`config.mk`:
```
export PLATFORM = sky130hd
export DESIGN_NAME = pwm_ramp_ctrl
export DESIGN_NICKNAME = d
export VERILOG_FILES = /design/src/rtl/pwm_ramp_ctrl.sv
export SDC_FILE = /design/constraint.sdc
export NUM_CORES = 1
export LEC_CHECK = 0
export BUFFER_PORTS_ARGS = -buffer_cell sky130_fd_sc_hd__buf_2
export CORE_MARGIN = 2
export CORE_UTILIZATION = 38
export CTS_CLUSTER_DIAMETER = 100
export DETAILED_ROUTE_END_ITERATION = 10
export PLACE_DENSITY = 0.67
export SYNTH_ARGS = -nofsm -noshare
export SYNTH_HDL_FRONTEND = slang
export SYNTH_SLANG_ARGS = --single-unit
```
`constraint.sdc`:
```
create_clock -name clk -period 14.14 [get_ports clk]
set_input_delay 0 -clock clk [delete_from_list [all_inputs] [get_ports clk]]
set_output_delay 0 -clock clk [all_outputs]
set_load 0.02 [all_outputs]
```
`src/rtl/pwm_ramp_ctrl.sv`:
```
// pwm_ramp_ctrl
//   Sequences one timer_counter PWM instance for the elevator motor.
//   When run is requested it puts the timer in PWM mode and moves the duty
//   (compare) toward the requested target by at most STEP, once every
//   STEP_CYCLES clocks. When run is released it ramps the duty back to zero
//   and parks the timer in idle mode. estop forces idle with zero duty.
//
// Ports
//   clk          system clock, rising edge
//   reset_n      asynchronous active-low reset
//   run_req      1 = run at target_duty, 0 = ramp down and stop
//   target_duty  requested compare value, clamped to PERIOD+1 (100% duty)
//   estop        emergency stop, highest priority
//   control      timer mode: 2'b00 idle, 2'b10 PWM
//   max_count    timer period, constant PERIOD
//   compare      timer compare (duty)
//   busy         1 in any state other than IDLE
//   at_target    1 while in HOLD
//   state        debug: 0 IDLE, 1 RAMP, 2 HOLD, 3 STOP
module pwm_ramp_ctrl #(
    parameter logic [15:0] PERIOD      = 16'd999,
    parameter logic [15:0] STEP        = 16'd10,
    parameter logic [15:0] STEP_CYCLES = 16'd1000
) (
    input  logic        clk,
    input  logic        reset_n,
    input  logic        run_req,
    input  logic [15:0] target_duty,
    input  logic        estop,
    output logic [1:0]  control,
    output logic [15:0] max_count,
    output logic [15:0] compare,
    output logic        busy,
    output logic        at_target,
    output logic [1:0]  state
);

    typedef enum logic [1:0] {
        IDLE = 2'd0,
        RAMP = 2'd1,
        HOLD = 2'd2,
        STOP = 2'd3
    } state_t;

    localparam logic [16:0] TGT_MAX = {1'b0, PERIOD} + 17'd1;
    localparam logic [16:0] STEP17  = {1'b0, STEP};
    localparam logic [1:0]  CTL_IDLE = 2'b00;
    localparam logic [1:0]  CTL_PWM  = 2'b10;

    state_t      state_q, state_d;
    logic [15:0] compare_q, compare_d;
    logic [15:0] presc_q, presc_d;
    logic [1:0]  control_q;
    logic [15:0] max_count_q;
    logic        busy_q;
    logic        at_target_q;

    logic        tick;
    logic [16:0] tgt;
    logic [16:0] cmp17;
    logic [16:0] diff;
    logic [16:0] toward;
    logic [16:0] down;

    // Step arithmetic is done in 17 bits so PERIOD+1 and differences never wrap.
    always_comb begin
        cmp17 = {1'b0, compare_q};
        tgt   = ({1'b0, target_duty} > TGT_MAX) ? TGT_MAX : {1'b0, target_duty};
        tick  = ((state_q == RAMP) || (state_q == STOP)) &&
                (presc_q == (STEP_CYCLES - 16'd1));

        if (tgt > cmp17) begin
            diff   = tgt - cmp17;
            toward = cmp17 + ((diff < STEP17) ? diff : STEP17);
        end else begin
            diff   = cmp17 - tgt;
            toward = cmp17 - ((diff < STEP17) ? diff : STEP17);
        end

        down = cmp17 - ((cmp17 < STEP17) ? cmp17 : STEP17);
    end

    always_comb begin
        state_d   = state_q;
        compare_d = compare_q;

        case (state_q)
            IDLE: begin
                compare_d = '0;
                if (run_req) state_d = RAMP;
            end
            RAMP: begin
                if (!run_req) begin
                    state_d = STOP;
                end else if (tick) begin
                    compare_d = toward[15:0];
                    if (toward == tgt) state_d = HOLD;
                end else if (cmp17 == tgt) begin
                    state_d = HOLD;
                end
            end
            HOLD: begin
                if (!run_req)          state_d = STOP;
                else if (cmp17 != tgt) state_d = RAMP;
            end
            STOP: begin
                if (run_req) begin
                    state_d = RAMP;
                end else if (compare_q == '0) begin
                    state_d = IDLE;
                end else if (tick) begin
                    compare_d = down[15:0];
                    if (down == '0) state_d = IDLE;
                end
            end
            default: begin
                state_d   = IDLE;
                compare_d = '0;
            end
        endcase

        if (estop) begin
            state_d   = IDLE;
            compare_d = '0;
        end

        // Prescaler restarts on every state change so the first step after
        // entering RAMP or STOP lands a full STEP_CYCLES later.
        if ((state_d != state_q) || !((state_q == RAMP) || (state_q == STOP))) begin
            presc_d = '0;
        end else if (tick) begin
            presc_d = '0;
        end else begin
            presc_d = presc_q + 16'd1;
        end
    end

    always_ff @(posedge clk or negedge reset_n) begin
        if (!reset_n) begin
            state_q     <= IDLE;
            compare_q   <= '0;
            presc_q     <= '0;
            control_q   <= CTL_IDLE;
            max_count_q <= PERIOD;
            busy_q      <= 1'b0;
            at_target_q <= 1'b0;
        end else begin
            state_q     <= state_d;
            compare_q   <= compare_d;
            presc_q     <= presc_d;
            control_q   <= (state_d == IDLE) ? CTL_IDLE : CTL_PWM;
            max_count_q <= PERIOD;
            busy_q      <= (state_d != IDLE);
            at_target_q <= (state_d == HOLD);
        end
    end

    assign control   = control_q;
    assign max_count = max_count_q;
    assign compare   = compare_q;
    assign busy      = busy_q;
    assign at_target = at_target_q;
    assign state     = state_q;

endmodule

```
==> results.py, run 1 <==
metrics = {
    "clocking": {
        "cts_buffer_depth": 2,
        "clkSinkCount": 36,
        "cts_tree": "yes",
        "insertion_delay_ps": 290,
        "cts_hold_buf": 1,
        "cts_made_buffers": 5,
        "root_buffer": "clkbuf_16",
        "postCtsSetupRepairBufs": 0,
        "cts.clk_slew.worst_paths_ps": 60,
        "htree_levels": 2,
        "ctsResizeCount": 0,
    },
    "final_layout": {
        "drive_gt1_share_pct": 11.3,
        "area_growth_pct": 7.36,
        "diodes": 0,
        "fin_nets": 869,
    },
    "worst_setup_path": {
        "required_ps": 14280,
        "path_max_fanout": 16,
        "critPathBufInv": 2,
        "crit_type": "in -> reg",
        "worstPathArrival_ps": 8710,
        "timing.critical_path.max_delay_family": "simple AND/OR/NAND/NOR gates",
        "cp-end-kind": "flop",
        "critPathLaunchType": "input pin",
        "slowest_delay_ps": 720,
        "cpMaxStageDelayCell": "o41ai_1",
    },
    "pwr": {
        "ir_worst_vdd_mv": 0.0529,
        "p_leak_nw": 2.75,
        "power_density_nw_per_um2": 130,
    },
    "die": {
        "ios": 58,
        "die-area_um2": 16400,
        "die_w_um": 128,
        "design.core.area_um2": 15100,
        "rows": 45,
        "start_util_pct": 38.6,
        "die-height_um": 128,
    },
    "synth": {
        "ys_dominant_reg_cell": "dfrtp_1",
        "synth_cell_type_count": 93,
        "synth_top_area_cell": "dfrtp_1",
        "synthMostInstantiatedCell": "nor2_1",
        "synth_commonest_cells": "nor2_1 (70), inv_1 (55), a21oi_1 (53), ha_1 (53), nand2_1 (53)",
        "synth-seq-cells": 36,
        "synth_edf_count": 0,
        "syn_area_per_cell_um2": 7.61,
        "yosys.area.top_type_share_pct": 15.5,
        "synth.area.top_cells": "dfrtp_1 (15%), ha_1 (11%), xnor2_1 (5.1%)",
        "yosys_warnings": 0,
        "synth_cells": 766,
        "ys_seq_area_share_pct": 15.5,
        "synthArstFlopShare_pct": 100,
        "syn_area_um2": 5830,
    },
    "routing": {
        "wl_per_cell_um": 17.9,
        "firstDrtPassIters": 5,
        "postRouteAntennaNets": 0,
        "drt-total-wl_um": 17600,
        "vias": 5935,
        "via_per_inst": 6.04,
        "drc": 0,
        "dr.first_iter.drc_count": 518,
    },
    "timing": {
        "maxSlewViolCount": 0,
        "fin_worst_skew_ps": 7.07,
        "finalHoldViolations": 0,
        "fin_ws_ps": 5570,
        "final.setup.tns_ps": 0,
        "rsz0062_at_grt": "no",
        "finalCritPeriodShare_pct": 60.6,
        "relSlewSlack_pct": 28.2,
        "min_period_ps": 8570,
        "tightest_slew_ps": 1080,
        "setup_viol_count_final": 0,
        "timing.fmax_mhz": 117,
    },
    "place": {
        "detailed_place_hpwl_um": 13900,
        "portBuffers": 40,
        "pre_cts_slack_ps": 5340,
        "place_congestion": 0.936,
    },
    "run": {
        "drv_cap": 0,
    },
    "status": {
        "status": "complete, no violations",
    },
    "grt": {
        "grt_pass1_wl_um": 28900,
        "grt_overflow": 0,
        "grt_start_max_net_pins": 37,
        "grt_pass1_vias": 5731,
        "grt_usage_pct": 21.7,
        "grt_antenna_before_repair": 0,
    },
    "min_path": {
        "hold_class": "in -> reg",
    },
}
[worst paths after layout]
check | start | end | slack [ps] | cells after the start
max | target_duty[14] | presc_q[15]$_DFF_PN0_ | 5570 | 29
min | estop | compare[0]$_DFFE_PN0P_ | 120 | 2
max reg2reg | compare[3]$_DFFE_PN0P_ | presc_q[15]$_DFF_PN0_ | 5670 | 26
min reg2reg | presc_q[0]$_DFF_PN0_ | presc_q[0]$_DFF_PN0_ | 490 | 1
max in group asynchronous | reset_n | presc_q[7]$_DFF_PN0_ | 13260 | 2
min in group asynchronous | reset_n | control[1]$_DFF_PN0_ | 360 | 2
[cell usage in the layout, fill, tap and decap left out, types with 5 or more instances in the layout]
cell	count
a211oi_1	11
a21o_1	10
a21oi_1	53
a22oi_1	7
a31oi_1	18
and2_1	5
and3_1	8
buf_2	40
clkbuf_16	5
conb_1	30
dfrtp_1	36
ha_1	53
inv_1	55
nand2_1	53
nand2b_1	15
nand3_1	28
nand4_1	7
nor2_1	70
nor2b_1	10
nor3_1	16
nor4_1	9
nor4_2	11
o2111ai_1	7
o21a_1	12
o21ai_0	32
o31ai_1	5
or2_2	5
or3_1	8
or4_1	9
xnor2_1	34
xor2_1	18
[cells by family after synthesis]
family | Yosys count | share of synthesized area (%)
DFF | 36 | 15.5
muxes | 5 | 0.880
buffers and inverters | 108 | 8.43
adders and majority gates | 55 | 12.1
and+or+nand+nor | 274 | 26.0
AOI/OAI and AO/OA | 232 | 28.4
other | 2 | 0.129
xor gates and xnor gates | 54 | 8.58
[area by class of cell]
| type | instances | area [µm²] |
|---|---|---|
| multi-input cells | 650 | 4540 |
| inverters | 57 | 214 |
| well taps | 188 | 235 |
| flip-flops and latches | 36 | 901 |
| clock buffers | 6 | 129 |
| repair buffers | 44 | 233 |
| fillers | 1557 | 8830 |
| clock inverters | 1 | 5.00 |
[routing by layer]
layer  vias to the layer above  routed length [µm]  global-route usage (%)
met5                         -                   0                       0
met4                         0                 567                    8.47
met3                        41                 951                    2.80
met2                       185                8530                    37.3
met1                      2860                7540                    27.5
li1                       2849                   -                       -
[metrics by stage]
step           power (mW)  utilization, %  area, µm²  hold slack, ps  std cells
2_1_floorplan       0.567               -       5940            -296        794
3_3_place_gp        0.693            40.5       6120             138        974
3_5_place_dp        0.696            40.5       6120             150        974
4_1_cts             0.805            41.5       6260             125        982
5_1_grt             0.877            41.5       6260             157        982
6_report            0.812            41.5       6260             122        982
[registers in the layout (all words and copies together) (netlist names)]
name / count
at_target: 1
compare: 16
control: 1
presc_q: 16
state: 2
[report_power, final]
group	switching [mW]	internal, mW	leakage, nW
Sequential	0.0337	0.114	0.494
Clock	0.0410	0.0640	0.0667
Combinational	0.343	0.216	2.19
Power figures use the tool's default switching activity.
==> inputs of run 2 (changes only) <==
- clock period: 14.14 -> 8.8 ns (I/O delays scaled with it)
==> run 2 against run 1 <==
First-iteration DRC count grew 27%; critical endpoint is now presc_q[10]$_DFF_PN0_; count of clock-buffer cells in the layout grew 1; hold slack got worse by 2.2 ps; global-route usage is 0.19 points higher; utilization rose by 0.97 points; via count grew 1.1%; worst setup slack got worse by 5100 ps.
==> results.py, run 2 (synthesis gave the netlist of run 1 again) <==
metrics = {
    "status": {
        "status": "complete, no violations",
    },
    "timing": {
        "maxSlewViolCount": 0,
        "timing.fmax_mhz": 121,
        "min_period_ps": 8280,
        "tightest_slew_ps": 839,
        "timing.hold.ws_ps": 120,
        "relSlewSlack_pct": 44.1,
        "fin_worst_skew_ps": 8.56,
        "rsz0062_at_grt": "no",
        "finalHoldViolations": 0,
        "finalCritPeriodShare_pct": 94.1,
        "final.setup.tns_ps": 0,
        "setup_viol_count_final": 0,
    },
    "pwr": {
        "p_leak_nw": 2.84,
        "clock_power_share_pct": 16.0,
        "combPwrFrac_pct": 68.5,
        "switching_share_pct": 49.6,
        "intPower_mw": 0.693,
        "ir_worst_vdd_mv": 0.117,
        "p_seq_share_pct": 15.4,
        "power_density_nw_per_um2": 215,
        "switching_power_mw": 0.681,
    },
    "clocking": {
        "clkSinkCount": 36,
        "insertion_delay_ps": 290,
        "cts.clk_slew.worst_paths_ps": 60,
        "postCtsSetupRepairBufs": 0,
        "htree_levels": 2,
        "root_buffer": "clkbuf_16",
        "cts_buffer_depth": 2,
        "cts_tree": "yes",
        "cts_made_buffers": 5,
    },
    "die": {
        "design.core.area_um2": 15100,
        "die_w_um": 128,
        "start_util_pct": 38.6,
        "rows": 45,
        "die-area_um2": 16400,
        "die-height_um": 128,
        "ios": 58,
    },
    "final_layout": {
        "mostFrequentLayoutCell": "nor2_1",
        "nFillCells": 1544,
        "layout_common_cells": "nor2_1 (70), inv_1 (55), nand2_1 (53), a21oi_1 (53), ha_1 (53)",
        "diodes": 0,
        "register_area_um2": 901,
        "multi_input_area_um2": 4550,
        "area_growth_pct": 9.87,
        "drive_gt1_share_pct": 13.0,
        "fin_nets": 881,
    },
    "min_path": {
        "whs_path_depth": 2,
        "hold_class": "in -> reg",
    },
    "worst_setup_path": {
        "rr_worst_depth": 29,
        "cpMaxStageDelayCell": "or4_1",
        "slowest_delay_ps": 560,
        "cp-end-kind": "flop",
        "required_ps": 8940,
        "worstPathArrival_ps": 8420,
        "crit_type": "in -> reg",
        "critPathLaunchType": "input pin",
        "path_max_fanout": 16,
    },
    "place": {
        "place_congestion": 0.948,
        "portBuffers": 40,
        "detailed_place_hpwl_um": 14000,
    },
    "grt": {
        "grt_antenna_before_repair": 0,
        "grt_start_max_net_pins": 37,
        "grt_overflow": 0,
        "grt_pass1_wl_um": 29100,
        "grt_usage_pct": 21.8,
        "grt_pass1_vias": 5663,
    },
    "routing": {
        "wl_per_cell_um": 17.8,
        "vias": 5999,
        "drt-total-wl_um": 17700,
        "postRouteAntennaNets": 0,
        "via_per_inst": 6.03,
        "firstDrtPassIters": 5,
        "drc": 0,
        "dr.first_iter.drc_count": 656,
    },
    "run": {
        "drv_cap": 0,
    },
}
==> run 2: cell types whose count changed in the layout (fill, tap and decap cells not counted), sizes merged <==
cell    change
buf        +12
bufinv      +1
clkbuf      +1
clkinv      -1
==> run 2: routing by layer <==
metal  track usage [%]  vias to the layer above  part of all wire, %
met5                 0                        -                    0
met4              5.30                        0                  1.7
met3              2.21                       26                  5.2
met2              38.2                      213                   49
met1              29.0                     2889                   44
li1                  -                     2871                    -
==> run 2: layout make-up <==
| cell class | count | share of cell area [%] |
|---|---|---|
| multi-input cells | 650 | 71.0 |
| flip-flops and latches | 36 | 14.1 |
| repair buffers | 56 | 5.04 |
| well taps | 188 | 3.67 |
| inverters | 57 | 3.34 |
| clock buffers | 7 | 2.38 |
| clock inverters | 1 | 0.469 |
==> run 2: worst paths after layout <==
kind	start	end	slack, ps
min	estop	compare[15]$_DFFE_PN0P_	120
max	target_duty[14]	presc_q[10]$_DFF_PN0_	520
max in group asynchronous	reset_n	presc_q[9]$_DFF_PN0_	7920
max reg2reg	compare[2]$_DFFE_PN0P_	presc_q[10]$_DFF_PN0_	770
min in group asynchronous	reset_n	at_target$_DFF_PN0_	350
min reg2reg	presc_q[0]$_DFF_PN0_	presc_q[0]$_DFF_PN0_	480
==> run 2: repair_timing <==
| item | in CTS | in global routing |
|---|---|---|
| hold buffers | 1 | 0 |
| resized for setup | 0 | 1 |
| endpoints found under the hold margin | 36 | 0 |
| setup endpoints to repair | 0 | 15 |
==> run 2: power groups by stage <==
stage	combinational (mW)	clock [mW]	sequential [mW]
2_1_floorplan	0.673	0	0.237
3_3_place_gp	0.915	0	0.215
3_5_place_dp	0.917	0	0.215
4_1_cts	0.922	0.225	0.213
5_1_grt	1.03	0.230	0.216
6_report	0.942	0.220	0.212
==> run 2: through the flow <==
stage | std cells | utilization (%) | area (µm²) | setup WS, ps | total power [mW]
finish | 995 | 42.5 | 6410 | 517 | 1.37
floorplan | 794 | - | 5940 | 1690 | 0.910
CTS | 995 | 42.4 | 6400 | 469 | 1.36
global placement | 986 | 41.1 | 6210 | 257 | 1.13
detailed placement | 986 | 41.1 | 6210 | 177 | 1.13
global route | 995 | 42.5 | 6410 | 18.3 | 1.48
==> run 2: worst max-delay path: cells and delay by family <==
kind                       cells  cell delay (ps)
and+or+nand+nor               17             4870
AOI/OAI and AO/OA             10             2270
adders and majority gates      3              940
buffers and inverters          2              330
